--- src/rtl/seq_pkg.sv ---
// Shared definitions for the serial pattern generator and the related
// sequence-detector bench: FSM state type and default geometry.
package seq_pkg;

  localparam int unsigned SEQ_WORD_W = 32;
  localparam int unsigned SEQ_IDX_W  = 5;

  typedef enum logic [1:0] {
    IDLE  = 2'b00,
    SHIFT = 2'b01,
    DONE  = 2'b10
  } state_t;

endpackage

--- src/rtl/seq_serializer.sv ---
// Serial pattern generator: captures a word on load and shifts it out LSB
// first, one bit per clock, optionally repeating until stopped. A one-cycle
// done pulse marks normal completion of a non-repeating pattern.
module seq_serializer
  import seq_pkg::*;
#(
  parameter int unsigned WORD_W = SEQ_WORD_W,
  parameter int unsigned IDX_W  = SEQ_IDX_W
) (
  input  logic              clk,
  input  logic              rst,
  input  logic              load,
  input  logic [WORD_W-1:0] data,
  input  logic [IDX_W-1:0]  len,
  input  logic              rpt,
  input  logic              stop,
  output logic              ready,
  output logic              outp,
  output logic              out_valid,
  output logic [IDX_W-1:0]  bit_idx,
  output logic              done
);

  state_t              state_q, state_d;
  logic [WORD_W-1:0]   data_q,  data_d;
  logic [IDX_W-1:0]    len_q,   len_d;
  logic                rpt_q,   rpt_d;
  logic [IDX_W-1:0]    idx_q,   idx_d;

  // Next-state logic: capture on accepted load, advance/wrap/finish in SHIFT.
  // stop is tested before the end-of-pattern check so it wins at the last bit.
  always_comb begin
    state_d = state_q;
    data_d  = data_q;
    len_d   = len_q;
    rpt_d   = rpt_q;
    idx_d   = idx_q;
    case (state_q)
      IDLE: begin
        idx_d = '0;
        if (load) begin
          data_d  = data;
          len_d   = len;
          rpt_d   = rpt;
          state_d = SHIFT;
        end
      end
      SHIFT: begin
        if (stop) begin
          idx_d   = '0;
          state_d = IDLE;
        end else if (idx_q == len_q) begin
          idx_d = '0;
          if (!rpt_q) begin
            state_d = DONE;
          end
        end else begin
          idx_d = idx_q + 1'b1;
        end
      end
      DONE: begin
        idx_d   = '0;
        state_d = IDLE;
      end
      default: begin
        idx_d   = '0;
        state_d = IDLE;
      end
    endcase
  end

  // State and capture registers with synchronous reset.
  always_ff @(posedge clk) begin
    if (rst) begin
      state_q <= IDLE;
      data_q  <= '0;
      len_q   <= '0;
      rpt_q   <= 1'b0;
      idx_q   <= '0;
    end else begin
      state_q <= state_d;
      data_q  <= data_d;
      len_q   <= len_d;
      rpt_q   <= rpt_d;
      idx_q   <= idx_d;
    end
  end

  // Moore output decode from state and registered index/word only.
  always_comb begin
    ready     = (state_q == IDLE);
    out_valid = (state_q == SHIFT);
    done      = (state_q == DONE);
    bit_idx   = out_valid ? idx_q : '0;
    outp      = out_valid ? data_q[idx_q] : 1'b0;
  end

endmodule

--- config.mk ---
export PLATFORM = sky130hd
export DESIGN_NAME = seq_serializer
export DESIGN_NICKNAME = d
export VERILOG_FILES = /design/src/rtl/seq_pkg.sv /design/src/rtl/seq_serializer.sv
export SDC_FILE = /design/constraint.sdc
export NUM_CORES = 1
export LEC_CHECK = 0
export ABC_AREA = 1
export CAP_MARGIN = 20
export CORE_UTILIZATION = 50
export DETAILED_ROUTE_END_ITERATION = 7
export PLACE_DENSITY = 0.78
export SLEW_MARGIN = 20
export SYNTH_ARGS = -nofsm -noshare
export SYNTH_HDL_FRONTEND = slang
export SYNTH_SLANG_ARGS = --single-unit
--- constraint.sdc ---
create_clock -name clk -period 2.38 [get_ports clk]
set_input_delay 0.357 -clock clk [delete_from_list [all_inputs] [get_ports clk]]
set_output_delay 0.357 -clock clk [all_outputs]
set_load 0.05 [all_outputs]
# Word-level counts from Yosys, hierarchy flattened
# Index checks and enable logic that the tools add are counted.
# word_totals
regBits,45
# op_classes
n_addsub,1
magnitude_cmp,1
n_eq_ne,6
muxes,9
bitwise_logic,1
reduce_logical,4
# ops
cell,n
2-to-1 mux 2 bit,4
< comparator 5 x 6 -> 1 bit (second input constant),1
adder 5 x 1 -> 5 bit (second input constant),1
binary-select mux 1 bit (select 5 bit),1
equality test 5 bit,1
2-to-1 mux 5 bit,1
one-hot mux 2 bit (2 select lines),1
OR reduction 4 bit,1
inequality test 3 x 2 -> 1 bit (second input constant),1
inequality test 3 bit (second input constant),1
AND reduction 3 bit,1
equality test 2 x 1 -> 1 bit (second input constant),1
equality test 2 bit (second input constant),1
logical NOT 2 bit,1
2-to-1 mux 1 bit,2
inequality test 2 bit (second input constant),1
AND reduction 2 bit,1
inverter 1 bit,1

# Depth between registers and ports, before layout
# Gate-level depths: netlist (run 1).
# depth
ltp_word,4
depth_mapped,10
depth_no_buf,8

# Worst setup path after synthesis (run 1)
# Ideal clock, no wire load.
# synth_path
kind,register to output
start,register state_q[0]
end,output outp
arrival_time_ns,2.296
path_slack_ns,-0.273
stages_incl_launch_ff,7
n_path_buf,0
cell_sequence,dfxtp_1 -> inv_1 -> nor2_2 -> inv_1 -> nor2_1 -> nand2_1 -> nand2_1
# synth_via
elab_chain_cells,2
# synth_lines
element,line,text
start: declaration,seq_serializer.sv:24,"state_t state_q, state_d;"
start signal: assignment,seq_serializer.sv:81,state_q <= state_d;
equality test 2 x 1 -> 1 bit,seq_serializer.sv:92,out_valid = (state_q == SHIFT);
via out_valid,seq_serializer.sv:19,"output logic out_valid,"
2-to-1 mux 1 bit,seq_serializer.sv:95,outp = out_valid ? data_q[idx_q] : 1'b0;
end: declaration,seq_serializer.sv:18,"output logic outp,"
# The timed path passes the listed nets, and every way through them passes these cells.

# Worst setup path after layout (run 1)
# layout_path
start,register state_q[0]
end,output out_valid
# layout_via
elab_chain_cells,1
# layout_lines
element,line
equality test 2 x 1 -> 1 bit,seq_serializer.sv:92
end: declaration,seq_serializer.sv:19
# Every way passes these cells.

==> reports/metrics.cfg, run 1 <==
[route]
first_pass_iters=4
totalWireLength_mm=4.17
dr_total_vias=1910
drc=0
drt_iter0_drc=75
vias_per_cell=4.85
wl_per_cell_um=10.6
final_antenna_net_count=0

[worst_setup_path]
cp_max_fo=4
worst_setup_path_end_kind=output port
cp.required_ns=2.02
worstPathArrival_ns=1.72
crit_type=reg2out
crit_path_start_kind=flip-flop

[clocking]
h-tree-depth=2
cts_tree=yes
clockBufferDepth=2
cts_num_sinks=45
cts_made_buffers=5
worst_skew_pair.late_latency_ns=0.30
holdBufCountCts=0
clk_pin_slew_ns=0.08
root_buffer=clkbuf_8

[layout]
final_cell_area_mm2=0.00268
fin_cells=394
final_nets=386
n_fill_cell=378
n_antenna_cell=0
drive_gt1_frac=0.0872
area_delta_synth_final_pct=27.4

[placed_design]
portBuffers=50
hpwl_mm=2.97
placed_cells=386
placed_cell_area_mm2=0.00258
gp_congestion=0.873
dpl_worst_slack_ns=0.399

[die]
core.rowCount=23
io-pin-count=51
die_w_um=66.9
core_area_mm2=0.00403
die_area_mm2=0.00448
start_util=0.523
dieHeight_um=66.9

[timing]
clock_skew_ns=0.00303
max-slew-margin-rel=0.663
slew_violations=0
fin_ws_ns=0.308
min_period_ns=2.07
rsz0062_at_grt=false
setup_viol=0
worst-slew-pin-transition_ns=0.504
setup_tns_ns=0
timing.hold.ws_ns=0.453
report.final.hold_viol_count=0
fmax_ghz=0.483
fin_crit_sh=0.871

[grt]
overflow=0
grt_pass1_vias=1657
antenna_found_initial=0
grt_pass1_wl_mm=7.07
groute.usage.overall=0.210
grt_max_degree=40

[power_and_ir_drop]
peakVddDrop_v=0.000421
cellLeakagePower_nw=1.12
power.density_mw_per_mm2=612

[logic_synthesis]
ys_seq_area_frac=0.428
syn_area_per_cell_um2=7.00
syn_inst=301
ys_ff_latch=45
synth_edf_count=0
synth_top_cell_by_area=dfxtp_1
synth_warnings=0
yosysUniqueCellTypes=22
async_reset_ff_frac=0
syn-num-nets=344
netlist_area_mm2=0.00211
synth_top_cells_by_area=dfxtp_1 (43%), nand2_1 (8.2%), nor2_1 (8.2%), a21oi_1 (6.7%), o21ai_0 (6.4%)
synth.top_cell.area_share=0.428
ys.flop_type=dfxtp_1
synthTopCellsByCount=nand2_1 (46), nor2_1 (46), dfxtp_1 (45), inv_1 (33), a21oi_1 (28)

[min_path]
hp-class=reg2reg

[flow_run]
maxCapViolCount=0

[status]
status=completed

-- worst paths after layout --
kind | from | end | slack, ns | cells past startpoint
hold reg to reg | rpt_q$_SDFFE_PP0P_ | state_q[1]$_SDFFE_PP0P_ | 0.45 | 1
hold / removal | rpt_q$_SDFFE_PP0P_ | state_q[1]$_SDFFE_PP0P_ | 0.45 | 1
setup reg to reg | idx_q[2]$_SDFF_PP0_ | idx_q[4]$_SDFF_PP0_ | 0.94 | 7
setup / recovery | state_q[0]$_SDFFE_PP0P_ | out_valid | 0.31 | 3
-- placed cells by master, fill, tap and decap left out, types with 2 or more instances in the layout --
cell type,instances
nand2_1,46
nor2_1,45
dfxtp_1,45
clkdlybuf4s50_1,44
inv_1,33
a21oi_1,28
o21ai_0,27
nand3_1,24
o21ai_1,12
buf_4,8
clkbuf_8,7
inv_2,6
xnor2_1,4
nor2_2,2
nand4_1,2
buf_12,2
-- report_power, final --
group / internal [mW] / switching [mW]
clock network: 0.262 / 0.245
registers: 0.814 / 0.0233
logic: 0.138 / 0.160
total: 1.21 / 0.428
-- worst max-delay path: stages (launching register included) --
cell	delay, ns
dfxtp_1	0.37
inv_1	0.06
nor2_2	0.15
clkdlybuf4s50_1	0.83
-- cells by family after synthesis --
family | count (synthesis) | share of synthesized area
buf+inv | 59 | 0.140
simple gates | 123 | 0.243
fa+ha+maj | 1 | 0.00594
xor+xnor | 5 | 0.0208
flops | 45 | 0.428
compound gates | 68 | 0.163
-- per-layer routing --
metal | routed length [um] | track usage | share of wire | vias up
met1 | 2090 | 0.259 | 0.50 | 837
li1 | - | - | - | 1033
met3 | 178 | 0.0668 | 0.043 | 6
met4 | 46 | 0.0559 | 0.011 | 0
met5 | 0 | 0 | 0 | -
met2 | 1850 | 0.348 | 0.44 | 34
-- flip-flops by register name, summed over array words and instances, names as in the netlist --
signal	flops
rpt_q	1
state_q	2
len_q	5
idx_q	5
data_q	32
-- what timing repair did --
| item | 4_1_cts | 5_1_grt |
|---|---|---|
| setup buffers | 0 | 0 |
| setup endpoints to repair | 0 | 1 |
| gates resized for setup | 0 | 1 |
-- layout make-up --
cell class | count | area, um^2 | share of cell area
Tap cell | 50 | 62.6 | 0.0233
Inverter | 39 | 146 | 0.0545
Sequential cell | 45 | 901 | 0.336
Clock buffer | 7 | 96.3 | 0.0359
Timing Repair Buffer | 55 | 553 | 0.206
Clock inverter | 1 | 5.00 | 0.00186
Multi-Input combinational cell | 197 | 920 | 0.343
-- per-stage QoR --
step	power, mW	utilization
2_1_floorplan	1.05	-
3_3_place_gp	1.15	0.640
3_5_place_dp	1.15	0.640
4_1_cts	1.65	0.666
5_1_grt	1.73	0.666
6_report	1.64	0.666
No activity file was read; power rests on OpenSTA's default activity.
==> inputs of run 2 (changes only) <==
--- a/config.mk
+++ b/config.mk
@@ -9,6 +9,7 @@
 export CAP_MARGIN = 20
 export CORE_UTILIZATION = 50
 export DETAILED_ROUTE_END_ITERATION = 7
+export GPL_TIMING_DRIVEN = 0
 export PLACE_DENSITY = 0.78
 export SLEW_MARGIN = 20
 export SYNTH_ARGS = -nofsm -noshare
==> reports/metrics.cfg, run 2 (synthesized netlist as in run 1, its figures left out) <==
[status]
status=completed  ; unchanged

[flow_run]
maxCapViolCount=0  ; unchanged

[die]
dieHeight_um=66.9  ; unchanged
core_area_mm2=0.00403  ; unchanged
die_area_mm2=0.00448  ; unchanged
io-pin-count=51  ; unchanged
die_w_um=66.9  ; unchanged
core.rowCount=23  ; unchanged
start_util=0.523  ; unchanged

[route]
first_pass_iters=4  ; unchanged
dr_total_vias=2035  ; was 1910
wl_per_cell_um=12.4  ; was 10.6 um
totalWireLength_mm=5.07  ; was 4.17 mm
final_antenna_net_count=0  ; unchanged
vias_per_cell=4.98  ; was 4.85
drt_iter0_drc=158  ; was 75
drc=0  ; unchanged

[timing]
fin_crit_sh=0.911  ; was 0.871
slew_violations=0  ; unchanged
fmax_ghz=0.461  ; was 0.483 GHz
max-slew-margin-rel=0.631  ; was 0.663
setup_viol=0  ; unchanged
min_period_ns=2.17  ; was 2.07 ns
worst-slew-pin-transition_ns=0.553  ; was 0.504 ns
fin_ws_ns=0.212  ; was 0.308 ns
report.final.hold_viol_count=0  ; unchanged
setup_tns_ns=0  ; unchanged
clock_skew_ns=0.0105  ; was 0.00303 ns
rsz0062_at_grt=false  ; unchanged

[grt]
grt_max_degree=14  ; was 40
overflow=0  ; unchanged
grt_pass1_wl_mm=8.42  ; was 7.07 mm
grt_pass1_vias=1908  ; was 1657
groute.usage.overall=0.250  ; was 0.210
antenna_found_initial=0  ; unchanged

[min_path]
hp-class=reg2reg  ; unchanged

[layout]
mostFrequentLayoutCells=nand2_1 (46), nor2_1 (45), dfxtp_1 (45)  ; unchanged
largest_reg_flops=32  ; unchanged
final_cell_area_mm2=0.00279  ; was 0.00268 mm^2
drive_gt1_frac=0.0975  ; was 0.0872
regMostFlops=data_q  ; unchanged
final_common_cell=nand2_1  ; unchanged
final_nets=401  ; was 386
post-route-util=0.692  ; was 0.666
largest_registers=data_q (32), idx_q (5), len_q (5)  ; unchanged
n_antenna_cell=0  ; unchanged
area_delta_synth_final_pct=32.2  ; was 27.4%

[worst_setup_path]
path_cells=buf_2, buf_2, nand3_1, nand3_1, nand3_1, nand2_1, nand2_1, nand2_1, buf_2  ; was inv_1, nor2_2, clkdlybuf4s50_1
crit_start=idx_q[1]$_SDFF_PP0_  ; was state_q[0]$_SDFFE_PP0P_
worst_setup_path_end_kind=output port  ; unchanged
cp.required_ns=2.02  ; about the same
crit_path_start_kind=flip-flop  ; unchanged
r2r_end=idx_q[0]$_SDFF_PP0_  ; was idx_q[4]$_SDFF_PP0_
rrSetupSlack_ns=1.04  ; was 0.94 ns
crit_end=outp  ; was out_valid
critPathMaxStageDelay_ns=0.33  ; was 0.83 ns
worstPathArrival_ns=1.81  ; was 1.72 ns
regToRegStartpoint=idx_q[3]$_SDFF_PP0_  ; was idx_q[2]$_SDFF_PP0_
slowest_stage=dfxtp_1  ; was clkdlybuf4s50_1
crit_type=reg2out  ; unchanged
rr_worst_depth=8  ; was 7
cp_max_fo=10  ; was 4

[clocking]
clockBufferDepth=2  ; unchanged
cts_num_sinks=45  ; unchanged
h-tree-depth=2  ; unchanged
worst_skew_pair.late_latency_ns=0.30  ; about the same
cts_tree=yes  ; unchanged
root_buffer=clkbuf_8  ; unchanged
cts_made_buffers=5  ; unchanged
clk_pin_slew_ns=0.08  ; about the same
cts_setup_buffers=0  ; unchanged

[placed_design]
dpl_worst_slack_ns=0.00287  ; was 0.399 ns
placed_cell_area_mm2=0.00268  ; was 0.00258 mm^2
gp_congestion=0.815  ; was 0.873
portBuffers=50  ; unchanged
hpwl_mm=3.53  ; was 2.97 mm

[power_and_ir_drop]
peakVddDrop_v=0.000383  ; was 0.000421 V
power.density_mw_per_mm2=605  ; was 612 mW/mm^2
cellLeakagePower_nw=1.24  ; was 1.12 nW
total_power_mw=1.69  ; was 1.64 mW

-- run 2: worst min path at each step --
stage	start	endpoint	slack [ns]	cells after the start
final	rpt_q$_SDFFE_PP0P_	state_q[1]$_SDFFE_PP0P_	0.45	1
after global routing	data_q[9]$_SDFFE_PP0P_	data_q[9]$_SDFFE_PP0P_	0.48	2
after CTS	rpt_q$_SDFFE_PP0P_	state_q[1]$_SDFFE_PP0P_	0.45	1
after detailed placement	rpt_q$_SDFFE_PP0P_	state_q[1]$_SDFFE_PP0P_	0.44	1
after global placement	rpt_q$_SDFFE_PP0P_	state_q[1]$_SDFFE_PP0P_	0.43	1
after floorplan	rpt_q$_SDFFE_PP0P_	state_q[1]$_SDFFE_PP0P_	0.42	1
-- run 2: per-stage QoR --
stage / cells / hold slack (ns)
floorplan: 301 / 0.423
global placement: 401 / 0.435
detailed placement: 401 / 0.437
CTS: 409 / 0.452
global route: 409 / 0.476
finish: 409 / 0.453
-- run 2: area by class of cell --
type | instances | area (um^2)
fill | 383 | 1240
multi-input combinational | 197 | 920
sequential | 45 | 901
timing repair buffer | 50 | 508
buffer | 20 | 148
inverter | 39 | 146
clock buffer | 7 | 96.3
tap | 50 | 62.6
clock inverter | 1 | 5.00
-- run 2: critical path, delay by kind of cell (launching register included) --
| kind | cells | cell delay [ns] |
|---|---|---|
| AND/OR/NAND/NOR | 6 | 0.50 |
| flip-flops | 1 | 0.33 |
| buffers and inverters | 3 | 0.69 |
-- run 2: repair_timing --
| action | CTS | global route |
|---|---|---|
| gates resized for setup | 3 | 7 |
| cloned | 0 | 0 |
| hold buffers | 0 | 0 |
| setup endpoints to repair | 1 | 6 |
-- run 2: layer usage --
layer | vias up | track usage | wire length (um)
met1 | 908 | 0.320 | 2400
met5 | - | 0 | 0
met4 | 0 | 0.0984 | 56
li1 | 1061 | - | -
met2 | 59 | 0.407 | 2320
met3 | 7 | 0.0531 | 297
-- run 2: report_power, final --
part           internal [mW]  total [mW]  switching, mW  leakage (nW)
Clock                  0.263       0.523          0.260        0.0542
Sequential             0.814       0.837         0.0229         0.372
Combinational          0.152       0.326          0.174         0.813
